===== src/rtl/vga_frame_writer_if.sv =====
// Pixel plot request channel between a drawing client (master) and the
// frame-buffer writer (slave).
interface vga_frame_writer_if;
    logic        px_valid;
    logic        px_ready;
    logic [10:0] px_x;
    logic [10:0] px_y;
    logic        px_val;

    modport master (output px_valid, px_x, px_y, px_val, input px_ready);
    modport slave  (input px_valid, px_x, px_y, px_val, output px_ready);
endinterface


===== src/rtl/vga_frame_writer.sv =====
// Write-side controller for a 1-bpp frame buffer: single-pixel read-modify-write
// plots plus a full-screen fill engine that streams one word per clock.
module vga_frame_writer #(
    parameter int H_RES  = 800,
    parameter int V_RES  = 480,
    parameter int ADDR_W = 16
) (
    input  logic              clk,
    input  logic              reset,
    vga_frame_writer_if.slave px,
    input  logic              fill_start,
    input  logic              fill_val,
    output logic              busy,
    output logic              done,
    output logic              drop,
    output logic [ADDR_W-1:0] ram_rd_addr,
    input  logic [15:0]       ram_rd_data,
    output logic [ADDR_W-1:0] ram_wr_addr,
    output logic [15:0]       ram_wr_data,
    output logic              ram_we
);
    localparam int WORDS = H_RES * V_RES / 16;

    typedef enum logic [1:0] {IDLE, READ, MODIFY, FILL} state_t;

    state_t            state, state_nx;
    logic [ADDR_W-1:0] word_q;
    logic [ADDR_W-1:0] fill_cnt;
    logic [3:0]        bit_q;
    logic              px_val_q;
    logic              fill_val_q;
    logic [18:0]       pn;
    logic              in_range;
    logic              accept;
    logic              fill_last;

    assign pn        = 19'(px.px_x) + 19'(px.px_y) * 19'(H_RES);
    assign in_range  = (px.px_x < 11'(H_RES)) && (px.px_y < 11'(V_RES));
    // Fill wins over a simultaneous pixel request, so the request is not taken.
    assign accept    = (state == IDLE) && !fill_start && px.px_valid;
    assign fill_last = (fill_cnt == ADDR_W'(WORDS - 1));

    // NOTE: sequential state uses non-blocking (<=) so every register samples
    // pre-edge values; blocking here would create order-dependent races.
    always_ff @(posedge clk or posedge reset) begin
        if (reset) state <= IDLE;
        else       state <= state_nx;
    end

    // NOTE: every output gets a default before the case so no path leaves a
    // signal unassigned, which would otherwise infer a latch.
    always_comb begin
        state_nx    = state;
        px.px_ready = 1'b0;
        busy        = 1'b1;
        ram_rd_addr = '0;
        ram_wr_addr = '0;
        ram_wr_data = '0;
        ram_we      = 1'b0;
        case (state)
            IDLE: begin
                busy        = 1'b0;
                px.px_ready = !fill_start;
                if (fill_start)                      state_nx = FILL;
                else if (px.px_valid && in_range)    state_nx = READ;
            end
            READ: begin
                ram_rd_addr = word_q;
                state_nx    = MODIFY;
            end
            MODIFY: begin
                // Read data arrives this cycle from the address issued in READ.
                ram_we             = 1'b1;
                ram_wr_addr        = word_q;
                ram_wr_data        = ram_rd_data;
                ram_wr_data[bit_q] = px_val_q;
                state_nx           = IDLE;
            end
            FILL: begin
                ram_we      = 1'b1;
                ram_wr_addr = fill_cnt;
                ram_wr_data = {16{fill_val_q}};
                if (fill_last) state_nx = IDLE;
            end
            default: state_nx = IDLE;
        endcase
    end

    always_ff @(posedge clk or posedge reset) begin
        if (reset) begin
            word_q     <= '0;
            bit_q      <= '0;
            px_val_q   <= 1'b0;
            fill_val_q <= 1'b0;
            fill_cnt   <= '0;
            done       <= 1'b0;
            drop       <= 1'b0;
        end else begin
            done <= (state == MODIFY) || ((state == FILL) && fill_last);
            drop <= accept && !in_range;
            if (accept && in_range) begin
                word_q   <= ADDR_W'(pn >> 4);
                bit_q    <= pn[3:0];
                px_val_q <= px.px_val;
            end
            if ((state == IDLE) && fill_start) begin
                fill_val_q <= fill_val;
                fill_cnt   <= '0;
            end else if (state == FILL) begin
                fill_cnt <= fill_cnt + ADDR_W'(1);
            end
        end
    end
endmodule


===== src/flat_wrapper.sv =====
// flat-port wrapper written by rule: the top's interface ports become plain ports
module vga_frame_writer_flat 
#(
    parameter int H_RES  = 800,
    parameter int V_RES  = 480,
    parameter int ADDR_W = 16
)
  (clk, reset, fill_start, fill_val, busy, done, drop, ram_rd_addr, ram_rd_data, ram_wr_addr, ram_wr_data, ram_we, px_px_valid, px_px_x, px_px_y, px_px_val, px_px_ready);
  vga_frame_writer_if px_i ();
  input  logic clk;
  input  logic reset;
  input  logic fill_start;
  input  logic fill_val;
  output logic busy;
  output logic done;
  output logic drop;
  output logic [ADDR_W-1:0] ram_rd_addr;
  input  logic [15:0] ram_rd_data;
  output logic [ADDR_W-1:0] ram_wr_addr;
  output logic [15:0] ram_wr_data;
  output logic ram_we;
  input wire logic [$bits(px_i.px_valid)-1:0] px_px_valid;
  input wire logic [$bits(px_i.px_x)-1:0] px_px_x;
  input wire logic [$bits(px_i.px_y)-1:0] px_px_y;
  input wire logic [$bits(px_i.px_val)-1:0] px_px_val;
  output wire logic [$bits(px_i.px_ready)-1:0] px_px_ready;
  assign px_i.px_valid = px_px_valid;
  assign px_i.px_x = px_px_x;
  assign px_i.px_y = px_px_y;
  assign px_i.px_val = px_px_val;
  assign px_px_ready = px_i.px_ready;
  vga_frame_writer #(.H_RES(H_RES), .V_RES(V_RES), .ADDR_W(ADDR_W)) u_core (.clk(clk), .reset(reset), .px(px_i), .fill_start(fill_start), .fill_val(fill_val), .busy(busy), .done(done), .drop(drop), .ram_rd_addr(ram_rd_addr), .ram_rd_data(ram_rd_data), .ram_wr_addr(ram_wr_addr), .ram_wr_data(ram_wr_data), .ram_we(ram_we));
endmodule

===== config.mk =====
export PLATFORM = sky130hd
export DESIGN_NAME = vga_frame_writer_flat
export DESIGN_NICKNAME = d
export VERILOG_FILES = /design/src/rtl/vga_frame_writer_if.sv /design/src/rtl/vga_frame_writer.sv /design/src/flat_wrapper.sv
export SDC_FILE = /design/constraint.sdc
export NUM_CORES = 1
export LEC_CHECK = 0
export ABC_AREA = 1
export ABC_CLOCK_PERIOD_IN_PS = 3500
export CAP_MARGIN = 20
export CORE_MARGIN = 5
export CORE_UTILIZATION = 25
export DETAILED_ROUTE_END_ITERATION = 8
export PLACE_DENSITY = 0.47
export SLEW_MARGIN = 5
export SYNTH_ARGS = -nofsm -noshare
export SYNTH_HDL_FRONTEND = slang
export SYNTH_SLANG_ARGS = --single-unit

===== constraint.sdc =====
create_clock -name clk -period 3.5 [get_ports clk]
set_input_delay 0.7 -clock clk [delete_from_list [all_inputs] [get_ports clk]]
set_output_delay 0.7 -clock clk [all_outputs]
set_load 0.03 [all_outputs]

# --- Word-level counts from Yosys, hierarchy flattened ---
# Index checks and enable logic that the tools add are counted.
# W data, S select, Z words.
word_totals:
  ff_bits: 41
  in_bits: 44
classes:
  n_addsub: 2
  mul: 1
  n_lt_le_gt_ge: 4
  eq_ne: 6
  mux: 15
  reduce_logical: 16
ops:
  columns: ["operator", "count"]
  rows:
  - ["$pmux W16 S2", 2]
  - ["$mux W16", 2]
  - ["$add A11 B19 Y19", 1]
  - ["$add A16 B1 Y16 const B", 1]
  - ["$bwmux W16", 1]
  - ["$eq A16 B15 Y1 const B", 1]
  - ["$mux W15", 1]
  - ["$mul A11 B5 Y14 const B", 1]
  - ["$lt A11 B10 Y1 const B", 1]
  - ["$lt A11 B9 Y1 const B", 1]
  - ["$logic_and A1 B1 Y1", 9]
  - ["$pmux W2 S4", 1]
  - ["$mux W2", 3]
  - ["$lt A4 B5 Y1 const B", 1]
  - ["$demux W1 S4", 1]
  - ["$eq A2 B2 Y1 const B", 2]
  - ["$ge A4 B1 Y1 const B", 1]
  - ["$mux W1", 4]
  - ["$ne A3 B2 Y1 const B", 1]
  - ["$eq A2 B1 Y1 const B", 1]
  - ["$logic_not A1 Y1", 2]
  - ["$logic_not A2 Y1", 1]
  - ["$ne A2 B1 Y1 const B", 1]
  - ["$reduce_and A2 Y1", 1]
  - ["3 further kinds", 3]

# --- Depth between registers and ports, before layout ---
depth:
  word_depth: 6
  depth_mapped: 18

# --- Worst setup path after synthesis ---
# OpenSTA, ideal clock, no wires.
synth_timing:
  kind: "in2reg"
  from: "input px_px_y[1]"
  to: "register u_core.word_q[11]"
  arrival_ns: 3.229
  required_time_ns: 3.374
  slack_ns: 0.145
  path_stages: 16
  cell_sequence: "ha_1 ha_1 ha_1 inv_1 fa_1 inv_1 ha_1 nand2_1 inv_1 nand4_1 nand3_1 nand3_1 nor2_2 nand2_1 nand3_1 o21ai_0"
synth_via:
  elab_chain_len: 3
  elab_cells_between_ends: 5
synth_lines:
  columns: ["item", "line", "source"]
  rows:
  - ["start, declared", "flat_wrapper.sv:24", "input wire logic [$bits(px_i.px_y)-1:0] px_px_y;"]
  - ["parallel branches: the longest is 3 deep, another holds $add A11 B19 Y19", null, null]
  - ["end signal, assigned", "vga_frame_writer.sv:102", "word_q <= ADDR_W'(pn >> 4);"]
  - ["end, declared", "vga_frame_writer.sv:27", "logic [ADDR_W-1:0] word_q;"]
# Several ways; the timed one is not identified.
# A chain may end at the register's enable or synchronous reset.

# --- Final worst setup path ---
layout_timing:
  from: "input px_px_y[1]"
  to: "register u_core.word_q[9]"
# The elaborated chain is that of the path after synthesis.

==> qor.yml <==
cts_buffer_depth: 2
slew_headroom_pct: 29.1
coreArea_mm2: 0.0158
clk_pin_slew_ns: 0.06
cts_max_level: 2
stdcell_count: 911
ir_drop_mv: 0.199
drive_above_1_share_pct: 12.2
internal_power_w: 0.00122
timing.final.crit_share_pct: 94.3
end_kind: "flop"
sw_frac_of_total_pct: 34.7
grt_max_degree: 42
syn-cell-area_mm2: 0.00398
crit_path_start_kind: "input pin"
synth_top_area_cell: "dfrtp_1"
hold_ws_ns: 0.482
drt-met1-wl_um: 5390
finClkSkew_ns: 0.00605
drt_first_pass_iters: 6
drtAntennaViolNets: 0
ys_types: 40
cts_tree: "done"
combPwrFrac_pct: 45.5
avgRoutedWirePerCell_um: 13.0
top_layer: "met4"
final_core_util_pct: 36.0
final_max_slew_viol_count: 0
dp.cells: 903
arrival_ns: 3.51
area_growth_pct: 42.5
path_class: "in -> reg"
die-area_mm2: 0.0186
ys_seq_area_share_pct: 25.8
p_per_area_mw_per_mm2: 328
crit_path_max_fanout: 4
die_w_um: 136
synth.most_common_cell: "nand2_1"
gp_congestion: 0.861
cp.required_ns: 3.71
grt_pass1_vias: 4061
initial_core_util_pct: 25.3
yosysTopAreaCellShare_pct: 25.8
setup_viol: 0
final_nets: 785
pwr-share-clk_pct: 28.7
tightest_slew_ns: 1.06
setup_total_negative_slack_ns: 0
route.met3.wl_um: 585
route.vias.total: 4071
period_minus_slack_ns: 3.30
wl_met2_um: 5680
worstReg2RegStart: "u_core.state[1]"
yosys-top-cells-count: "123 x nand2_1, 101 x inv_1, 43 x nor2_1"
leakage_nw: 2.77
status: "finished clean"
die_y_um: 136
async_reset_ff_share_pct: 100
hp-class: "reg -> reg"
antenna_found_initial: 0
root_buffer: "clkbuf_16"
hpwlAfterDp_um: 9830
fmax_mhz: 303
ioPinCount: 97
cts_buffers: 5
grt_pass1_wl_um: 19700
ys_seq_elements: 41
rrSetupSlack_ns: 1.71
drt-vias-per-instance: 4.47
cts-hold-fix-buffers: 0
dr.first_iter.drc_count: 208
diodes: 0
critPathLaunch: "px_px_y[1]"
wl_um: 11900
yosys_warnings: 0
seqPwrFrac_pct: 25.8
grt.total_usage_pct: 13.0
post_cts_buffers: 0
syn_inst: 574
synth_top_flop_cell: "dfrtp_1"
cts_sinks: 41
worstHoldStart: "u_core.word_q[13]"
timing_hold_violations_final: 0
io_buffers: 95
syn_area_per_cell_um2: 6.94
clock_latency_ns: 0.29
p_switching_w: 0.000645
maxCapViolCount: 0
synth_edf_count: 0
gr-total-overflow: 0
rows: 46
drc: 0
synth_area_leaders: "dfrtp_1 26%, ha_1 13%, nand2_1 12%, inv_1 9.5%, nand3_1 4.3%"
syn_nets: 665
[path summary, 6_finish.rpt]
| check | end | depth (start not counted) |
|---|---|---|
| min in group asynchronous | u_core.fill_cnt[1] | 3 |
| setup / recovery | u_core.word_q[9] | 16 |
| hold reg to reg | u_core.word_q[13] | 2 |
| setup reg to reg | u_core.done | 3 |
| hold / removal | u_core.word_q[13] | 2 |
| max in group asynchronous | u_core.state[0] | 3 |
[cell families (layout without fill, tap and decap cells)]
family          count (synthesis)  in the layout  share of synthesized area, %
compound gates                 99             99                          14.4
xor+xnor                       11             11                          2.42
fa+ha+maj                      47             47                          16.1
buf+inv                       123            244                          12.0
flops                          41             41                          25.8
mux                             1              1                         0.251
other cells                     1              1                        0.0941
simple gates                  251            251                          29.0
[state kept, by name, summed over array words and instances (netlist names)]
name / count
u_core.fill_cnt: 16
u_core.word_q: 15
u_core.bit_q: 4
u_core.state: 2
u_core.done: 1
u_core.drop: 1
u_core.fill_val_q: 1
u_core.px_val_q: 1
[through the flow]
stage	power, W	area, µm²	worst slack (ns)
6_report	0.00186	5680	0.200
5_1_grt	0.00203	5680	-0.000710
4_1_cts	0.00185	5620	0.00101
3_5_place_dp	0.00128	5380	-0.506
3_3_place_gp	0.00128	5380	-0.440
2_1_floorplan	0.000979	3980	0.145
[worst max-delay path, stage by stage]
cell,delay (ns)
dlygate4sd2_1,0.28
ha_4,0.26
ha_4,0.24
ha_4,0.26
inv_1,0.05
fa_1,0.53
inv_1,0.06
ha_4,0.28
nand2_1,0.05
inv_1,0.07
nand4_1,0.11
nand3_2,0.12
nand3_2,0.11
buf_4,0.16
xor2_1,0.13
o21ai_1,0.10
[power by group through the flow]
stage,registers (W),logic [W],clock network (W)
finish,0.000481,0.000847,0.000533
global placement,0.000490,0.000787,0
floorplan,0.000489,0.000490,0
detailed placement,0.000490,0.000794,0
global route,0.000481,0.000972,0.000574
CTS,0.000481,0.000823,0.000551
[cells in the final DEF (no fill, tap or decap), drive strengths merged, types with 3 or more instances in the layout]
cell type	netlist	routed
xor2	8	8
o22ai	15	15
xnor2	3	3
o31ai	15	15
fa	7	7
nand3	36	36
a31oi	7	7
nor4	3	3
buf	7	34
nor2	53	53
o21ai	37	37
nand4	5	5
clkdlybuf4s50	0	88
clkbuf	9	5
a21oi	21	21
nor3	21	21
or2	4	4
dlymetal6s2s	0	5
nand2	127	127
dfrtp	41	41
inv	107	107
ha	40	40
[timing repair]
item | CTS | global route
endpoints found under the setup margin | 8 | 7
pin swaps | 5 | 7
resized for setup | 10 | 16
[layout make-up]
cell class | instances | area [µm²]
inverters | 107 | 402
well taps | 216 | 270
multi-input cells | 410 | 2590
fillers | 1708 | 10100
flip-flops and latches | 41 | 1030
repair buffers | 129 | 1220
clock inverters | 3 | 46.3
clock buffers | 5 | 125
[metal layers]
metal	global-route usage, %	vias up
li1	-	2116
met1	16.8	1856
met2	22.3	85
met3	2.26	14
met4	3.64	0
met5	0	-
(Power assumes the default switching activity.)
